**src/rtl/div_unit_pkg.sv**
```systemverilog
// Shared definitions for the multicycle signed divider: state encoding,
// default datapath width and the width of the step counter.
package div_unit_pkg;

    localparam int DIV_WIDTH = 32;
    localparam int CNT_W     = 6;

    typedef enum logic [1:0] {
        IDLE = 2'd0,
        CALC = 2'd1,
        FIX  = 2'd2,
        DONE = 2'd3
    } state_t;

endpackage

```
**src/rtl/div_unit_step.sv**
```systemverilog
// One restoring-division step: shift the next dividend bit into the partial
// remainder, subtract the divisor when it fits, and report the quotient bit.
module div_step #(
    parameter int WIDTH = 32
) (
    input  logic [WIDTH:0]   rem_in,
    input  logic [WIDTH-1:0] divisor,
    input  logic             bit_in,
    output logic [WIDTH:0]   rem_out,
    output logic             q_bit
);

    logic [WIDTH+1:0] shifted;
    logic [WIDTH+1:0] divisor_ext;

    // Unsigned compare-and-subtract on a widened copy so nothing overflows.
    always_comb begin
        shifted     = {rem_in, bit_in};
        divisor_ext = {2'b00, divisor};
        q_bit       = (shifted >= divisor_ext);
        rem_out     = (WIDTH+1)'(q_bit ? (shifted - divisor_ext) : shifted);
    end

endmodule

```
**src/rtl/div_unit.sv**
```systemverilog
// Multicycle signed divider with a start/done handshake. Works on operand
// magnitudes with one restoring step per cycle, then restores the signs:
// the quotient truncates toward zero, the remainder follows the dividend.
module div_unit
    import div_unit_pkg::*;
#(
    parameter int WIDTH = DIV_WIDTH
) (
    input  logic             clk,
    input  logic             reset,
    input  logic [WIDTH-1:0] a_in,
    input  logic [WIDTH-1:0] b_in,
    input  logic             div_control,
    output logic [WIDTH-1:0] hi_out,
    output logic [WIDTH-1:0] lo_out,
    output logic             div_end,
    output logic             div_zero,
    output logic             busy
);

    state_t             state;
    state_t             next_state;
    logic [CNT_W-1:0]   cnt;
    logic [WIDTH:0]     rem;
    logic [WIDTH-1:0]   quo;
    logic [WIDTH-1:0]   dvs;
    logic               sign_a;
    logic               sign_b;
    logic [WIDTH-1:0]   abs_a;
    logic [WIDTH-1:0]   abs_b;
    logic [WIDTH:0]     step_rem;
    logic               step_q;

    assign abs_a = a_in[WIDTH-1] ? -a_in : a_in;
    assign abs_b = b_in[WIDTH-1] ? -b_in : b_in;
    assign busy  = (state != IDLE);

    div_step #(.WIDTH(WIDTH)) u_step (
        .rem_in  (rem),
        .divisor (dvs),
        .bit_in  (quo[WIDTH-1]),
        .rem_out (step_rem),
        .q_bit   (step_q)
    );

    // State register.
    always_ff @(posedge clk or negedge reset) begin
        if (!reset) state <= IDLE;
        else        state <= next_state;
    end

    // Next-state logic; starts are only accepted from IDLE.
    always_comb begin
        next_state = state;
        case (state)
            IDLE: if (div_control) next_state = (b_in == '0) ? DONE : CALC;
            CALC: if (cnt == CNT_W'(1)) next_state = FIX;
            FIX:  next_state = DONE;
            DONE: next_state = IDLE;
            default: next_state = IDLE;
        endcase
    end

    // Datapath: operand capture, iteration, sign fix-up and output registers.
    always_ff @(posedge clk or negedge reset) begin
        if (!reset) begin
            cnt      <= '0;
            rem      <= '0;
            quo      <= '0;
            dvs      <= '0;
            sign_a   <= 1'b0;
            sign_b   <= 1'b0;
            hi_out   <= '0;
            lo_out   <= '0;
            div_end  <= 1'b0;
            div_zero <= 1'b0;
        end else begin
            case (state)
                IDLE: begin
                    if (div_control) begin
                        sign_a <= a_in[WIDTH-1];
                        sign_b <= b_in[WIDTH-1];
                        if (b_in == '0) begin
                            div_zero <= 1'b1;
                            div_end  <= 1'b1;
                        end else begin
                            div_zero <= 1'b0;
                            quo      <= abs_a;
                            dvs      <= abs_b;
                            rem      <= '0;
                            cnt      <= CNT_W'(WIDTH);
                        end
                    end
                end
                CALC: begin
                    rem <= step_rem;
                    quo <= {quo[WIDTH-2:0], step_q};
                    cnt <= cnt - CNT_W'(1);
                end
                FIX: begin
                    lo_out  <= (sign_a ^ sign_b) ? -quo : quo;
                    hi_out  <= WIDTH'(sign_a ? -rem : rem);
                    div_end <= 1'b1;
                end
                DONE: begin
                    div_end <= 1'b0;
                end
                default: ;
            endcase
        end
    end

endmodule

```
**config.mk**
```make
export PLATFORM = sky130hd
export DESIGN_NAME = div_unit
export DESIGN_NICKNAME = d
export VERILOG_FILES = /design/src/rtl/div_unit_pkg.sv /design/src/rtl/div_unit_step.sv /design/src/rtl/div_unit.sv
export SDC_FILE = /design/constraint.sdc
export NUM_CORES = 1
export LEC_CHECK = 0
export CAP_MARGIN = 20
export CORE_MARGIN = 2
export CORE_UTILIZATION = 46
export CTS_CLUSTER_DIAMETER = 80
export DETAILED_ROUTE_END_ITERATION = 6
export GPL_ROUTABILITY_DRIVEN = 0
export GPL_TIMING_DRIVEN = 0
export PLACE_DENSITY = 0.68
export REMOVE_ABC_BUFFERS = 1
export SLEW_MARGIN = 10
export SYNTH_ARGS = -nofsm -noshare
export SYNTH_HDL_FRONTEND = slang
export SYNTH_SLANG_ARGS = --single-unit
```
**constraint.sdc**
```tcl
create_clock -name clk -period 5 [get_ports clk]
set_clock_uncertainty 0.2 [all_clocks]
set_input_delay 1.25 -clock clk [delete_from_list [all_inputs] [get_ports clk]]
set_output_delay 1.25 -clock clk [all_outputs]
set_load 0.005 [all_outputs]
```
==> impl_metrics.ini, run 1 <==
[drt]
dr_total_vias = 9972
detail-route-antenna-nets = 0
detail_route.drc_violations = 0
drt-initial-drc-count = 764
avgViaCountPerCell = 5.64
postRouteWirelength_um = 28500
routed_wire_length_per_instance_um = 16.1
drt_first_pass_iters = 5

[clock_tree]
cts-root-buf = sky130_fd_sc_hd__clkbuf_16
h-tree-depth = 4
cts_buffer_depth = 2
clock_insertion_delay_worst_skew_ps = 430
cts.reportedPaths.clkPinSlew_ps = 70
clock-sinks = 173
cts_tree = yes
cts_inserted_buffers = 17

[power]
switching_share = 0.454
power_density_nw_per_um2 = 755
power_leakage_uw = 0.00577
switching_component_of_the_power_uw = 4700
combPwrFrac = 0.592
p_clk_frac = 0.135
internal_power_uw = 5650
ir_drop_mv = 0.317
reg_power_frac = 0.272

[logic_synthesis]
synthMuxAreaShare = 0.0265
synth.distinct_cells = 63
synth_sequential_area_ratio = 0.380
syn-cell-area_um2 = 11400
syn-instance-count = 1345
synth_edf_count = 0
synth_warnings = 0
synth_xor_area_frac = 0.117
seq_cells_post_synth = 173
synth_top_family_by_area = compound AO/OA/AOI/OAI gates
yosys.area_share.simple = 0.170
postSynthAreaPerCell_um2 = 8.47
synth_compound_gate_area_share = 0.215
synth_adder_area_share = 0.0490
async_flop_share = 1.00
synth-main-ff-cell = sky130_fd_sc_hd__dfrtp_1

[timing]
final.min_clock_period_ps = 4670
report.final.slew_viol_count = 0
timing.fmax_mhz = 214
timing_worst_slew_pin_value_ps = 1090
finalHoldViolCount = 0
relSlewSlack = 0.269
grt_setup_unrepaired = false
period_share = 0.934
report.final.setup_viol = 0
final.setup.tns_ps = 0

[setup_path]
cp_data_arrival_time_ps = 4790
timing.rr.start = quo[31]
worstPathMaxFanout = 20
crit_type = register to register
worst_ep_required_time_ps = 5120
cp-startpoint = quo[31]
r2r_end = rem[14]
rrSetupSlack_ps = 330
end_kind = register
timing.reg2reg.worst_path_depth = 12
start_kind = register

[global_routing]
groute.usage.overall = 0.223
maximum_number_of_pins_on_one_net_before_global_route_repair = 108
global_route_wire_length_before_repair_um = 47400
grt_remaining_overflow = 0
via_count_of_the_first_global_routing_pass = 9349
initial_antenna_violation_count = 0

[final_layout]
stdcell_area_um2 = 13700
area_growth_syn_to_layout_pct = 20.3
drive_above_1_share = 0.0512
count_of_filler_cells_inserted_in_the_layout = 2229
antennaDiodeCount = 0
finalCoreUtilization = 0.563
fin_nets = 1542

[floorplan]
floorplan.die.height_um = 161
placeableCoreArea_um2 = 24300
std_cell_rows = 57
design.die.area_um2 = 26000
starting_density_of_the_core = 0.468
design.portCount = 134
dieWidth_um = 161

[placement]
buffer_ports.inserted = 133
dp.final_hpwl_um = 20900
place_area_um2 = 13100

[hold_path]
min-delay-start = hi_out[25]
hold-path-cell-count = 1
whs_endpoint = hi_out[25]
class_of_the_most_critical_hold_timing_path = register to register

[flow_run]
cap_viol_max_count = 0

[run_status]
run_status = finished, final reports clean
## logic make-up after synthesis
logic type | count (synthesis)
DFF | 173
adders and majority gates | 44
AOI/OAI and AO/OA | 400
and+or+nand+nor | 418
xor gates and xnor gates | 152
muxes | 29
buffers and inverters | 129
## repair_timing
action | in CTS | in global routing
hold buffers | 0 | 0
setup buffers | 0 | 0
resized for setup | 0 | 3
endpoints found under the setup margin | 0 | 17
## per-stage QoR
step | hold slack (ps) | power (uW) | instances | setup slack, ps
after CTS | 315 | 10300 | 1767 | 8.01
final | 308 | 10300 | 1768 | 330
after floorplan | 257 | 6950 | 1271 | 223
after detailed placement | 299 | 8910 | 1735 | -380
after global placement | 276 | 8720 | 1728 | -4770
after global routing | 336 | 11300 | 1768 | 165
## worst max-delay path, cell delays in order (launching register included)
cell	delay [ps]
sky130_fd_sc_hd__dfrtp_1	390
sky130_fd_sc_hd__inv_1	140
sky130_fd_sc_hd__ha_1	200
sky130_fd_sc_hd__inv_1	60
sky130_fd_sc_hd__fa_1	390
sky130_fd_sc_hd__a21o_1	220
sky130_fd_sc_hd__a221o_1	350
sky130_fd_sc_hd__o211ai_1	370
sky130_fd_sc_hd__a211oi_1	210
sky130_fd_sc_hd__o21ai_1	690
sky130_fd_sc_hd__and2_1	850
sky130_fd_sc_hd__o21ai_0	260
sky130_fd_sc_hd__a22o_1	220
## how the worst max path moves through the flow
stage | to | slack [ps] | depth (start not counted)
6_report | rem[14] | 330 | 12
5_1_grt | rem[14] | 160 | 12
4_1_cts | quo[0] | 8 | 12
3_5_place_dp | quo[0] | -380 | 7
3_3_place_gp | dvs[26] | -4770 | 1
2_1_floorplan | cnt[5] | 220 | 8
## cell type report
cell class / instances / area (um^2) / area share
multi-input cells: 1043 / 6640 / 0.485
flip-flops and latches: 173 / 4330 / 0.316
repair buffers: 141 / 1500 / 0.109
clock buffers: 19 / 433 / 0.0316
well taps: 324 / 405 / 0.0296
inverters: 55 / 206 / 0.0151
clock inverters: 13 / 185 / 0.0135
## registers in the layout, summed over array words and instances (netlist names)
signal	count
cnt	6
div_end	1
div_zero	1
dvs	32
hi_out	32
lo_out	32
quo	32
rem	33
sign_a	1
sign_b	1
state	2
## cells in the final DEF, fill, tap and decap left out, drive strengths merged, types with 8 or more instances in the layout
| cell | instances |
|---|---|
| clkbuf | 19 |
| nand4 | 11 |
| or2 | 10 |
| o21ai | 128 |
| nor4 | 10 |
| nor3 | 19 |
| inv | 58 |
| nor2 | 154 |
| buf | 9 |
| nand3 | 23 |
| a211oi | 9 |
| nand2 | 122 |
| and3 | 8 |
| a221o | 9 |
| o41ai | 15 |
| clkdlybuf4s50 | 131 |
| dfrtp | 173 |
| ha | 43 |
| o31ai | 35 |
| or3 | 11 |
| xnor2 | 59 |
| or4 | 18 |
| a32oi | 14 |
| mux2i | 20 |
| a21oi | 139 |
| nand2b | 11 |
| mux2 | 9 |
| xor2 | 93 |
| a21o | 11 |
## per-layer routing
| metal | vias to the layer above | share of wire | global-route usage | routed length (um) |
|---|---|---|---|---|
| met4 | 0 | 0.017 | 0.0621 | 476 |
| li1 | 4935 | - | - | - |
| met1 | 4731 | 0.49 | 0.322 | 13900 |
| met5 | - | 0 | 0 | 0 |
| met2 | 266 | 0.45 | 0.349 | 12800 |
| met3 | 40 | 0.049 | 0.0331 | 1400 |
## cells in the mapped netlist (4+ instances only)
master / number / area share
sky130_fd_sc_hd__and2_1: 4 / 0.0022
sky130_fd_sc_hd__o21ai_1: 81 / 0.036
sky130_fd_sc_hd__nor2b_1: 5 / 0.0027
sky130_fd_sc_hd__inv_1: 55 / 0.018
sky130_fd_sc_hd__clkbuf_1: 65 / 0.021
sky130_fd_sc_hd__o21a_1: 6 / 0.0040
sky130_fd_sc_hd__nand2_1: 122 / 0.040
sky130_fd_sc_hd__mux2i_1: 20 / 0.018
sky130_fd_sc_hd__mux2_2: 9 / 0.0089
sky130_fd_sc_hd__and3_1: 8 / 0.0044
sky130_fd_sc_hd__a32oi_1: 14 / 0.011
sky130_fd_sc_hd__nor4_1: 10 / 0.0055
sky130_fd_sc_hd__ha_1: 43 / 0.047
sky130_fd_sc_hd__o21bai_1: 4 / 0.0026
sky130_fd_sc_hd__o41ai_1: 13 / 0.010
sky130_fd_sc_hd__or3_1: 11 / 0.0060
sky130_fd_sc_hd__xnor2_1: 59 / 0.045
sky130_fd_sc_hd__o21ai_0: 47 / 0.021
sky130_fd_sc_hd__a21o_1: 11 / 0.0073
sky130_fd_sc_hd__o31ai_1: 34 / 0.022
sky130_fd_sc_hd__xor2_1: 93 / 0.072
sky130_fd_sc_hd__a221o_1: 9 / 0.0079
sky130_fd_sc_hd__or2_2: 6 / 0.0033
sky130_fd_sc_hd__nand2b_1: 11 / 0.0060
sky130_fd_sc_hd__a21oi_1: 139 / 0.061
sky130_fd_sc_hd__nand3_1: 23 / 0.010
sky130_fd_sc_hd__or4_1: 15 / 0.0099
sky130_fd_sc_hd__buf_1: 8 / 0.0026
sky130_fd_sc_hd__a211oi_1: 9 / 0.0059
sky130_fd_sc_hd__dfrtp_1: 173 / 0.38
sky130_fd_sc_hd__a31oi_1: 5 / 0.0027
sky130_fd_sc_hd__nor2_1: 154 / 0.051
sky130_fd_sc_hd__nand4_1: 11 / 0.0060
sky130_fd_sc_hd__or2_1: 4 / 0.0022
sky130_fd_sc_hd__nand3b_1: 7 / 0.0046
sky130_fd_sc_hd__nor3_1: 18 / 0.0079
## power groups by stage
| stage | logic (uW) | clock network (uW) | registers [uW] |
|---|---|---|---|
| 4_1_cts | 6120 | 1430 | 2810 |
| 3_5_place_dp | 6080 | 0 | 2830 |
| 3_3_place_gp | 5900 | 0 | 2810 |
| 2_1_floorplan | 4280 | 0 | 2670 |
| 6_report | 6130 | 1400 | 2820 |
| 5_1_grt | 6870 | 1500 | 2920 |
Note: power is estimated with default switching activity, not from simulation.
==> run 2, diff against run 1 <==
Settings changed: SKIP_LAST_GASP set to 1.
==> run 2 against run 1 <==
Compared with the run above:
- global-route usage is the same
- first-iteration DRC count is 0.52% higher
- routed wire length stayed put
- non-clock buffer count is the same
- fmax down 3.1%
- worst hold slack about the same
- final cell count did not move
- critical endpoint is now quo[0]
- largest cell class unchanged
- highest routed layer unchanged
==> impl_metrics.ini, run 2 (synthesis results as in run 1) <==
[floorplan]
dieWidth_um = 161
std_cell_rows = 57
design.portCount = 134
starting_density_of_the_core = 0.468
floorplan.die.height_um = 161
placeableCoreArea_um2 = 24300
design.die.area_um2 = 26000

[setup_path]
cp_max_stage_delay_ps = 710
crit_chain = inv_1 > ha_1 > inv_1 > fa_1 > a21o_1 > a221o_1 > o211ai_1 > a211oi_1 > o21ai_1 > nand2_1 > nand2_2 > o221ai_1
end_kind = register
timing.rr.start = quo[31]
crit_path_frequent_cell = sky130_fd_sc_hd__inv_1
crit_type = register to register
start_kind = register
rrSetupSlack_ps = 180
worst_ep_required_time_ps = 5080
critPathSlowestCell = sky130_fd_sc_hd__nand2_1
r2r_end = quo[0]
worstPathMaxFanout = 15
cp_data_arrival_time_ps = 4900
timing.reg2reg.worst_path_depth = 12

[timing]
report.final.setup_viol = 0
period_share = 0.964
final.setup.tns_ps = 0
timing_worst_slew_pin_value_ps = 1100
final.min_clock_period_ps = 4820
final_critical_path_setup_slack_ps = 179
timing.fmax_mhz = 207
finalHoldViolCount = 0
grt_setup_unrepaired = true
report.final.slew_viol_count = 0
relSlewSlack = 0.267

[placement]
buffer_ports.inserted = 133
place_area_um2 = 13100
dp.final_hpwl_um = 20900
post-place-ws_ps = -380

[power]
power_density_nw_per_um2 = 755
ir_drop_mv = 0.317
power_leakage_uw = 0.00577

[drt]
dr_total_vias = 9977
detail_route.drc_violations = 0
routed_wire_length_per_instance_um = 16.1
avgViaCountPerCell = 5.64
postRouteWirelength_um = 28500
drt-initial-drc-count = 768
drt_first_pass_iters = 5
detail-route-antenna-nets = 0

[global_routing]
via_count_of_the_first_global_routing_pass = 9349
groute.usage.overall = 0.223
maximum_number_of_pins_on_one_net_before_global_route_repair = 108
global_route_wire_length_before_repair_um = 47400
initial_antenna_violation_count = 0
grt_remaining_overflow = 0

[clock_tree]
cts-root-buf = sky130_fd_sc_hd__clkbuf_16
clock_insertion_delay_worst_skew_ps = 430
post_cts.repair.setup_buffers = 0
ctsHoldBuffers = 0
cts_tree = yes
cts_repair_resize_count = 0
h-tree-depth = 4
clock-sinks = 173
cts.reportedPaths.clkPinSlew_ps = 70
cts_buffer_depth = 2
cts_inserted_buffers = 17

[final_layout]
drive_above_1_share = 0.0506
fin_nets = 1542
stdcell_area_um2 = 13700
mostFrequentLayoutCells = sky130_fd_sc_hd__dfrtp_1, sky130_fd_sc_hd__nor2_1, sky130_fd_sc_hd__a21oi_1
layout.area.seq_um2 = 4330
count_of_filler_cells_inserted_in_the_layout = 2230
max_flop_register = rem
largest_register_ffs = 33
multi_input_comb_area_um2 = 6630
antennaDiodeCount = 0
final_common_cell = sky130_fd_sc_hd__dfrtp_1
area_growth_syn_to_layout_pct = 20.2

[hold_path]
whs_endpoint = hi_out[25]
hold-path-cell-count = 1
class_of_the_most_critical_hold_timing_path = register to register
min-delay-start = hi_out[25]

[flow_run]
cap_viol_max_count = 0

[run_status]
run_status = finished, final reports clean
[run 2: cell counts in the layout (fill, tap and decap cells not counted)]
Identical to the previous run, type by type.
[run 2: worst max-delay path: cells and delay by family (launching register included)]
kind / cells / cell delay (ps)
compound gates: 6 / 2010
fa+ha+maj: 2 / 590
buf+inv: 2 / 200
flops: 1 / 390
simple gates: 2 / 1270
[run 2: final cells by class]
cell class | count | area share
timing repair buffer | 141 | 0.109
clock inverter | 13 | 0.0135
clock buffer | 19 | 0.0316
multi-input combinational | 1043 | 0.484
inverter | 55 | 0.0151
sequential | 173 | 0.316
tap | 324 | 0.0296
[run 2: where the power goes]
group / leakage (uW) / total [uW] / switching, uW / internal [uW]
Sequential: 0.00206 / 2820 / 708 / 2110
Clock: 0.000287 / 1400 / 599 / 800
Combinational: 0.00342 / 6120 / 3380 / 2740
Total: 0.00577 / 10300 / 4690 / 5650
[run 2: routing by layer]
| layer | track usage | vias to the layer above | wire, um |
|---|---|---|---|
| li1 | - | 4932 | - |
| met1 | 0.322 | 4735 | 13800 |
| met2 | 0.349 | 272 | 12800 |
| met3 | 0.0331 | 38 | 1420 |
| met4 | 0.0621 | 0 | 478 |
| met5 | 0 | - | 0 |
[run 2: worst max-delay path by stage]
stage / from / to / cells past startpoint
3_3_place_gp: reset / dvs[26] / 1
3_5_place_dp: b_in[31] / quo[0] / 7
2_1_floorplan: b_in[10] / cnt[5] / 8
4_1_cts: quo[31] / quo[0] / 12
6_report: quo[31] / quo[0] / 12
5_1_grt: quo[31] / quo[0] / 12
[run 2: through the flow]
stage	instances	power (uW)	utilization	hold WS, ps
floorplan	1271	6950	-	257
global placement	1728	8720	0.528	276
detailed placement	1735	8910	0.537	299
CTS	1767	10300	0.562	315
global route	1768	11300	0.563	336
finish	1768	10300	0.563	308
==> run 3, diff against run 2 <==
Settings changed: CTS_BUF_LIST set to sky130_fd_sc_hd__clkbuf_8.
==> run 3 against run 2 <==
Compared with the run above:
- cell area fell by 1.4%
- fmax rose by 1.9%
- register-to-register slack improved by 90 ps
- critical path depth did not move
- final cell count did not move
- setup slack improved by 88 ps
- first-iteration DRC count rose by 15%
- global-route usage fell by 0.069 points
- via count rose by 0.11%
- sequential power barely moved
==> impl_metrics.ini, run 3 (synthesis results as in run 1) <==
[placement]
buffer_ports.inserted = 133
post-place-ws_ps = -380
dp.final_hpwl_um = 20900
placedCellCount = 1735

[clock_tree]
cts_tree = yes
post_cts.repair.setup_buffers = 0
clock_insertion_delay_worst_skew_ps = 470
clock-sinks = 173
ctsHoldBuffers = 0
cts_buffer_depth = 2
cts.reportedPaths.clkPinSlew_ps = 100
cts_inserted_buffers = 17
h-tree-depth = 4
cts-root-buf = sky130_fd_sc_hd__clkbuf_8

[setup_path]
worstPathMaxFanout = 20
crit_type = register to register
end_kind = register
r2r_end = rem[14]
crit_path_end = rem[14]
start_kind = register
crit_path_frequent_cell = sky130_fd_sc_hd__inv_1
rrSetupSlack_ps = 270
cp_max_stage_delay_ps = 860
worst_ep_required_time_ps = 5160
crit_chain = inv_1 > ha_1 > inv_1 > fa_1 > a21o_1 > a221o_1 > o211ai_1 > a211oi_1 > o21ai_1 > and2_1 > o21ai_0 > a22o_1
cp-startpoint = quo[31]
timing.reg2reg.worst_path_depth = 12
critPathSlowestCell = sky130_fd_sc_hd__and2_1
timing.rr.start = quo[31]
cp_data_arrival_time_ps = 4890

[timing]
period_share = 0.946
finalHoldViolCount = 0
relSlewSlack = 0.264
timing_worst_slew_pin_value_ps = 1100
report.final.setup_viol = 0
final.min_clock_period_ps = 4730
timing.fmax_mhz = 211
final.hold.worst_slack_ps = 315
report.final.slew_viol_count = 0
grt_setup_unrepaired = false
final_critical_path_setup_slack_ps = 268

[flow_run]
cap_viol_max_count = 0

[global_routing]
initial_antenna_violation_count = 0
global_route_wire_length_before_repair_um = 47300
grt_remaining_overflow = 0
groute.usage.overall = 0.222
maximum_number_of_pins_on_one_net_before_global_route_repair = 108
via_count_of_the_first_global_routing_pass = 9351

[floorplan]
design.portCount = 134
std_cell_rows = 57
floorplan.die.height_um = 161
placeableCoreArea_um2 = 24300
dieWidth_um = 161
starting_density_of_the_core = 0.468
design.die.area_um2 = 26000

[hold_path]
class_of_the_most_critical_hold_timing_path = register to register

[drt]
avgViaCountPerCell = 5.65
detail_route.drc_violations = 0
dr_total_vias = 9988
drt-initial-drc-count = 884
detail-route-antenna-nets = 0
routed_wire_length_per_instance_um = 16.1
postRouteWirelength_um = 28500
drt_first_pass_iters = 5

[run_status]
run_status = finished, final reports clean

[power]
power_leakage_uw = 0.00569
power_density_nw_per_um2 = 741
ir_drop_mv = 0.301
post-layout-total-power_uw = 10000

[final_layout]
mostFrequentLayoutCells = sky130_fd_sc_hd__dfrtp_1, sky130_fd_sc_hd__nor2_1, sky130_fd_sc_hd__a21oi_1
antennaDiodeCount = 0
max_flop_register = rem
drive_above_1_share = 0.0512
largest_register_ffs = 33
area_growth_syn_to_layout_pct = 18.6
finalNonFillerCells = 1768
finalCoreUtilization = 0.555
final_common_cell = sky130_fd_sc_hd__dfrtp_1
fin_nets = 1542
## run 3: cell types whose count changed in the layout (fill, tap and decap cells not counted)
cell,before,now
sky130_fd_sc_hd__nand2_1,121,120
sky130_fd_sc_hd__clkbuf_16,17,0
sky130_fd_sc_hd__clkbuf_1,2,0
sky130_fd_sc_hd__nand2_2,1,2
sky130_fd_sc_hd__clkbuf_8,0,17
sky130_fd_sc_hd__inv_1,55,57
## run 3: power breakdown
part / internal [uW] / switching (uW) / total [uW] / leakage [uW]
clock network: 503 / 559 / 1060 / 0.000208
registers: 2100 / 708 / 2810 / 0.00206
logic: 2740 / 3390 / 6130 / 0.00342
total: 5340 / 4650 / 10000 / 0.00569
## run 3: worst min path at each step
stage          depth (start not counted)  startpoint  slack [ps]          to
2_1_floorplan                          2     rem[32]         260     rem[32]
3_3_place_gp                           2      dvs[0]         280      dvs[0]
3_5_place_dp                           1  hi_out[25]         300  hi_out[25]
4_1_cts                                2      dvs[0]         320      dvs[0]
5_1_grt                                1  hi_out[25]         340  hi_out[25]
6_report                               1  hi_out[25]         310  hi_out[25]
## run 3: per-stage QoR
stage               instance area (um^2)  TNS [ps]
floorplan                          11100         0
detailed placement                 13100     -8120
global route                       13500         0
global placement                   12800   -970860
CTS                                13500         0
finish                             13500         0
## run 3: area by class of cell
type                       count  area [um^2]
inverter                      55          206
fill                        2260        10800
clock inverter                15          193
clock buffer                  17          234
multi-input combinational   1043         6640
tap                          324          405
timing repair buffer         141         1500
sequential                   173         4330
## run 3: routing by layer
| metal | vias up | share of wire | track usage |
|---|---|---|---|
| li1 | 4932 | - | - |
| met1 | 4737 | 0.49 | 0.322 |
| met2 | 283 | 0.44 | 0.347 |
| met3 | 36 | 0.051 | 0.0311 |
| met4 | 0 | 0.018 | 0.0637 |
| met5 | - | 0 | 0 |
## run 3: worst max-delay path: cells and delay by family, from the launching register on
family / cells / cell delay (ps)
adder cells (fa/ha/maj): 2 / 590
AO/OA/AOI/OAI: 7 / 2350
flip-flops: 1 / 410
AND/OR/NAND/NOR: 1 / 860
buffers and inverters: 2 / 200
## run 3: timing repair
action / CTS / global route
gates resized for setup: 0 / 3
endpoints found under the hold margin: 0 / 0
endpoints found under the setup margin: 0 / 17
